===== config.mk =====
export PLATFORM = sky130hd
export DESIGN_NAME = ccff_chain_loader
export DESIGN_NICKNAME = d
export VERILOG_FILES = /design/src/rtl/ccff_loader_pkg.sv /design/src/rtl/ccff_tail_checker.sv /design/src/rtl/ccff_chain_loader.sv
export SDC_FILE = /design/constraint.sdc
export NUM_CORES = 1
export LEC_CHECK = 0
export ABC_AREA = 0
export BUFFER_PORTS_ARGS = -buffer_cell sky130_fd_sc_hd__buf_2
export CAP_MARGIN = 20
export CORE_MARGIN = 2
export CORE_UTILIZATION = 56
export CTS_CLUSTER_SIZE = 30
export DETAILED_ROUTE_END_ITERATION = 8
export PLACE_DENSITY = 0.78
export SLEW_MARGIN = 20
export SYNTH_ARGS = -nofsm -noshare
export SYNTH_HDL_FRONTEND = slang
export SYNTH_SLANG_ARGS = --single-unit

===== constraint.sdc =====
create_clock -name prog_clk -period 3.45 [get_ports prog_clk]
set_clock_uncertainty 0.2 [all_clocks]
set_input_delay 0.1725 -clock prog_clk [delete_from_list [all_inputs] [get_ports prog_clk]]
set_output_delay 0.1725 -clock prog_clk [all_outputs]
set_load 0.01 [all_outputs]

===== src/rtl/ccff_loader_pkg.sv =====
// Shared types and helpers for the configuration-chain loader.
// Latency: n/a (types and constant functions only).
// Backpressure: n/a.
package ccff_loader_pkg;

    typedef enum logic [1:0] {
        IDLE  = 2'd0,
        FETCH = 2'd1,
        SHIFT = 2'd2,
        DONE  = 2'd3
    } ccff_ld_state_t;

    // Bit counter width. Sized for the two-pass readback load so that the
    // counter never wraps, even when its final increment reaches TOTAL.
    function automatic int cnt_w(input int chain_len);
        return $clog2(2 * chain_len + 1);
    endfunction

endpackage


===== src/rtl/ccff_tail_checker.sv =====
// Sticky readback comparator: flags any pass-2 shift where the bit leaving the chain differs from the bit entering it.
// Latency: err rises one cycle after the mismatching shift cycle.
// Backpressure: none; it samples every cycle and never stalls the loader.
//
// Ports: prog_clk/pReset (sync, active-high), clear (sync clear on a new
// load), pass2 (second pass of the image in progress), shift_en/ccff_head
// (bit entering the chain this cycle), ccff_tail (bit leaving the chain),
// err (sticky mismatch flag).
module ccff_tail_checker (
    input  logic prog_clk,
    input  logic pReset,
    input  logic clear,
    input  logic pass2,
    input  logic shift_en,
    input  logic ccff_head,
    input  logic ccff_tail,
    output logic err
);

    // In pass 2 the bit at the tail is the pass-1 copy of the very bit now
    // entering at the head, so any inequality means a corrupted chain.
    always_ff @(posedge prog_clk) begin
        if (pReset || clear) begin
            err <= 1'b0;
        end else if (pass2 && shift_en && (ccff_tail != ccff_head)) begin
            err <= 1'b1;
        end
    end

endmodule


===== src/rtl/ccff_chain_loader.sv =====
// Serialises host bitstream words onto the ccff_head configuration chain, LSB first, with a per-cycle shift enable.
// Latency: word accepted at t drives its first bit at t+1; each word costs 1 fetch cycle + its shift cycles; done follows the last shift.
// Backpressure: cfg_ready is high only in FETCH; a low cfg_valid stalls the load in FETCH indefinitely with the chain frozen.
//
// Optional feature macro: CCFF_READBACK_CHECK_EN (image sent twice, pass 2
// compared bit-for-bit against ccff_tail, mismatch reported on sticky err).
//
// Ports: prog_clk (only clock), pReset (sync, active-high), start (begin a
// load when idle), cfg_valid/cfg_ready/cfg_data (word handshake), ccff_head
// (serial data into chain), ccff_tail (serial data out of chain), shift_en
// (chain advances at end of cycle), busy, done (1-cycle pulse), err.
module ccff_chain_loader
    import ccff_loader_pkg::*;
#(
    parameter int CHAIN_LEN = 22,
    parameter int WORD_W    = 8
) (
    input  logic              prog_clk,
    input  logic              pReset,
    input  logic              start,
    input  logic              cfg_valid,
    output logic              cfg_ready,
    input  logic [WORD_W-1:0] cfg_data,
    output logic              ccff_head,
    input  logic              ccff_tail,
    output logic              shift_en,
    output logic              busy,
    output logic              done,
    output logic              err
);

    localparam int CW = cnt_w(CHAIN_LEN);
    localparam int BW = (WORD_W > 1) ? $clog2(WORD_W) : 1;

`ifdef CCFF_READBACK_CHECK_EN
    localparam int TOTAL = 2 * CHAIN_LEN;
`else
    localparam int TOTAL = CHAIN_LEN;
`endif

    localparam logic [CW-1:0] CNT_LAST = CW'(TOTAL - 1);
    localparam logic [CW-1:0] PASS_END = CW'(CHAIN_LEN - 1);
    localparam logic [BW-1:0] BIT_LAST = BW'(WORD_W - 1);

    ccff_ld_state_t    state;
    ccff_ld_state_t    state_nxt;
    logic [CW-1:0]     cnt;
    logic [BW-1:0]     bidx;
    logic [WORD_W-1:0] sr;

    always_ff @(posedge prog_clk) begin
        if (pReset) begin
            state <= IDLE;
        end else begin
            state <= state_nxt;
        end
    end

    always_comb begin
        state_nxt = state;
        cfg_ready = 1'b0;
        shift_en  = 1'b0;
        ccff_head = 1'b0;
        busy      = 1'b1;
        done      = 1'b0;
        case (state)
            IDLE: begin
                busy = 1'b0;
                if (start) begin
                    state_nxt = FETCH;
                end
            end
            FETCH: begin
                cfg_ready = 1'b1;
                if (cfg_valid) begin
                    state_nxt = SHIFT;
                end
            end
            SHIFT: begin
                shift_en  = 1'b1;
                ccff_head = sr[0];
                // End of a pass forces a fresh word even mid-word, so the
                // high bits of the last word of each pass are dropped and
                // pass 2 starts word-aligned. In a single-pass build the
                // pass end coincides with CNT_LAST, which wins.
                if (cnt == CNT_LAST) begin
                    state_nxt = DONE;
                end else if ((bidx == BIT_LAST) || (cnt == PASS_END)) begin
                    state_nxt = FETCH;
                end
            end
            DONE: begin
                done      = 1'b1;
                state_nxt = IDLE;
            end
            default: begin
                state_nxt = IDLE;
            end
        endcase
    end

    // Datapath. The chain itself is not cleared on reset: partially shifted
    // contents are left for the next full load to overwrite.
    always_ff @(posedge prog_clk) begin
        if (pReset) begin
            cnt  <= '0;
            bidx <= '0;
            sr   <= '0;
        end else begin
            case (state)
                IDLE: begin
                    cnt <= '0;
                end
                FETCH: begin
                    if (cfg_valid) begin
                        sr   <= cfg_data;
                        bidx <= '0;
                    end
                end
                SHIFT: begin
                    sr   <= sr >> 1;
                    cnt  <= cnt + 1'b1;
                    bidx <= bidx + 1'b1;
                end
                default: begin
                end
            endcase
        end
    end

`ifdef CCFF_READBACK_CHECK_EN
    logic pass2;
    logic err_clr;

    assign pass2   = (cnt >= CW'(CHAIN_LEN));
    assign err_clr = (state == IDLE) && start;

    ccff_tail_checker u_tail_checker (
        .prog_clk  (prog_clk),
        .pReset    (pReset),
        .clear     (err_clr),
        .pass2     (pass2),
        .shift_en  (shift_en),
        .ccff_head (ccff_head),
        .ccff_tail (ccff_tail),
        .err       (err)
    );
`else
    logic unused_tail;
    assign unused_tail = ccff_tail;
    assign err         = 1'b0;
`endif

endmodule

==> results.ini <==
[status]
status = complete, no violations

[synth]
synth_edf_count = 0
synth_most_common_cell = dfxtp_1
syn_nets = 115
yosysTopAreaCell = dfxtp_1
ys_ff_latch = 19
async_flop_share_pct = 0
ys_seq_area_share_pct = 39.5
synth_top_cells_by_count = dfxtp_1 (19), nand2_1 (7)
ys.flop_type = dfxtp_1
synth_cell_types = 38
syn_area_per_cell_um2 = 9.82
syn_area_um2 = 962
synthTopCellsByArea = dfxtp_1 (40%), ha_1 (5.2%), a21oi_1 (3.1%)
synthCells = 98
yosys.area.top_type_share_pct = 39.5
ys.warnings.count = 0

[cells_and_area]
final_cells = 135
drive_above_1_share_pct = 28.6
diodes = 0
fin_util_pct = 70.3
areaGrowthSynthToFinish_pct = 13.9
layout.nets = 137

[grt]
grt.overflow.total = 0
grt_pass1_vias = 770
grtUsageTotal_pct = 21.3
grt_start_max_net_pins = 14
antenna_found_initial = 0
grt_pass1_wl_um = 3210

[worst_setup_path]
worstPathRequired_ps = 3080
cp_max_fo = 13
arrival_ps = 1740
cp-end-kind = output port
worstSetupPathType = register to output port
cp-start-kind = register
reg2reg_slack_ps = 1640

[detailed_routing]
vias = 774
first_iter_violations = 9
routedWlPerCell_um = 13.3
final_antenna_net_count = 0
wl_um = 1800
viasPerCell = 5.73
firstDrtPassIters = 4
drc = 0

[floorplanning]
dieArea_um2 = 2070
core_um2 = 1560
die_h_um = 45.5
rows = 14
ios = 19
start_util_pct = 61.7
die_x_um = 45.5

[power]
power_uw = 423
p_sw_share_pct = 26.6
power.clock.fraction_pct = 26.7
p_int_uw = 311
power.switching_uw = 113
max-vdd-ir-drop_v = 0.000217
power_density_nw_per_um2 = 386
comb_power_share_pct = 15.4
p_leak_nw = 0.510
power_frac_seq_pct = 57.9

[hold_path]
min_path_type = primary input to register

[sta]
rsz0062_at_grt = no
fmax_ghz = 0.474
tns_ps = 0
final_hold_viol_count = 0
period_needed_ps = 2110
period_share_pct = 61.1
setup_viol = 0
drv_slew = 0

[placed_design]
dp_cells = 125
io_buffer_count = 16
routabilityCongestion = 0.727
place_hpwl_um = 1270

[cts]
clk_latency_ps = 300
clockBufferDepth = 2
cts_num_sinks = 19
cts_root_buf = clkbuf_4
post_cts_resized = 0
cts_max_level = 1
cts_made_buffers = 3
cts_tree = done
cts.clk_slew.worst_paths_ps = 110

[job]
drv_cap = 0

[critical path, cell delays in order (launching register included)]
cell      delay [ps]
dfxtp_1          600
nand2b_2         370
inv_2            150
and2_1           180
buf_2            130
[layer usage]
metal	part of all wire, %	wire [um]	GRT usage [%]
met4	2.0	36	10.6
met1	46	831	27.5
met3	4.3	77	3.57
met5	0	0	0
met2	47	853	34.1
[registers in the layout, indices dropped and copies added (netlist names)]
name and flops:
bidx 3, cnt 6, sr 8, state 2
[layout make-up]
| cell class | instances | area [um^2] |
|---|---|---|
| Clock buffer | 3 | 22.5 |
| Tap cell | 16 | 20.0 |
| Fill cell | 119 | 463 |
| Multi-Input combinational cell | 67 | 502 |
| Inverter | 7 | 26.3 |
| Clock inverter | 1 | 5.00 |
| Timing Repair Buffer | 22 | 140 |
| Sequential cell | 19 | 380 |
[repair_timing]
action	in CTS	in global routing
endpoints found under the hold margin	11	0
hold buffers	6	0
buffers inserted	0	0
[logic make-up (layout without fill, tap and decap cells)]
kind of cell    Yosys count  in the layout  synth area share [%]
fa+ha+maj                 4              4                  5.20
xor+xnor                  3              3                  2.73
compound gates           25             25                  21.3
other cells               1              1                 0.390
buf+inv                  12             33                  8.32
mux                       1              1                  1.04
simple gates             33             33                  21.5
flops                    19             19                  39.5
[worst paths after layout]
check,start,end,cells after the start
max reg2reg,state[0],sr[0],3
min,cfg_data[4],sr[4],3
max,state[0],ccff_head,4
min reg2reg,sr[1],sr[1],2
[cell usage in the layout, fill, tap and decap left out, drive strengths merged]
master / synthesis / routed
conb: 1 / 1
or3: 1 / 1
o21ba: 4 / 4
and2b: 1 / 1
a2bb2oi: 1 / 1
mux2i: 1 / 1
o221a: 2 / 2
a31oi: 3 / 3
nand2: 7 / 7
clkbuf: 1 / 3
and2: 3 / 3
buf: 4 / 16
nand3b: 1 / 1
a211o: 1 / 1
dlygate4sd3: 0 / 6
nand4b: 2 / 2
nor2: 6 / 6
xor2: 2 / 2
nand4: 1 / 1
inv: 7 / 7
or2: 1 / 1
nand3: 6 / 6
clkinv: 0 / 1
ha: 4 / 4
nand2b: 2 / 2
a21oi: 6 / 6
o21ai: 2 / 2
nor2b: 2 / 2
xnor2: 1 / 1
dfxtp: 19 / 19
a311oi: 1 / 1
o221ai: 5 / 5
[power groups by stage]
stage / Combinational, mW / Clock [mW] / Sequential, mW
floorplan: 0.0527 / 0 / 0.245
global placement: 0.0588 / 0 / 0.249
detailed placement: 0.0605 / 0 / 0.250
CTS: 0.0658 / 0.116 / 0.245
global route: 0.0726 / 0.124 / 0.247
finish: 0.0653 / 0.113 / 0.245
[metrics by stage]
| step | hold WS (ps) | worst slack, ps | cell area, um^2 |
|---|---|---|---|
| after floorplan | 143 | 2140 | 962 |
| after global placement | 253 | 1690 | 1010 |
| after detailed placement | 256 | 1660 | 1010 |
| after CTS | 44.3 | 1330 | 1100 |
| after global routing | 68.1 | 1200 | 1100 |
| final | 46.8 | 1340 | 1100 |
No activity file was read; power rests on OpenSTA's default activity.
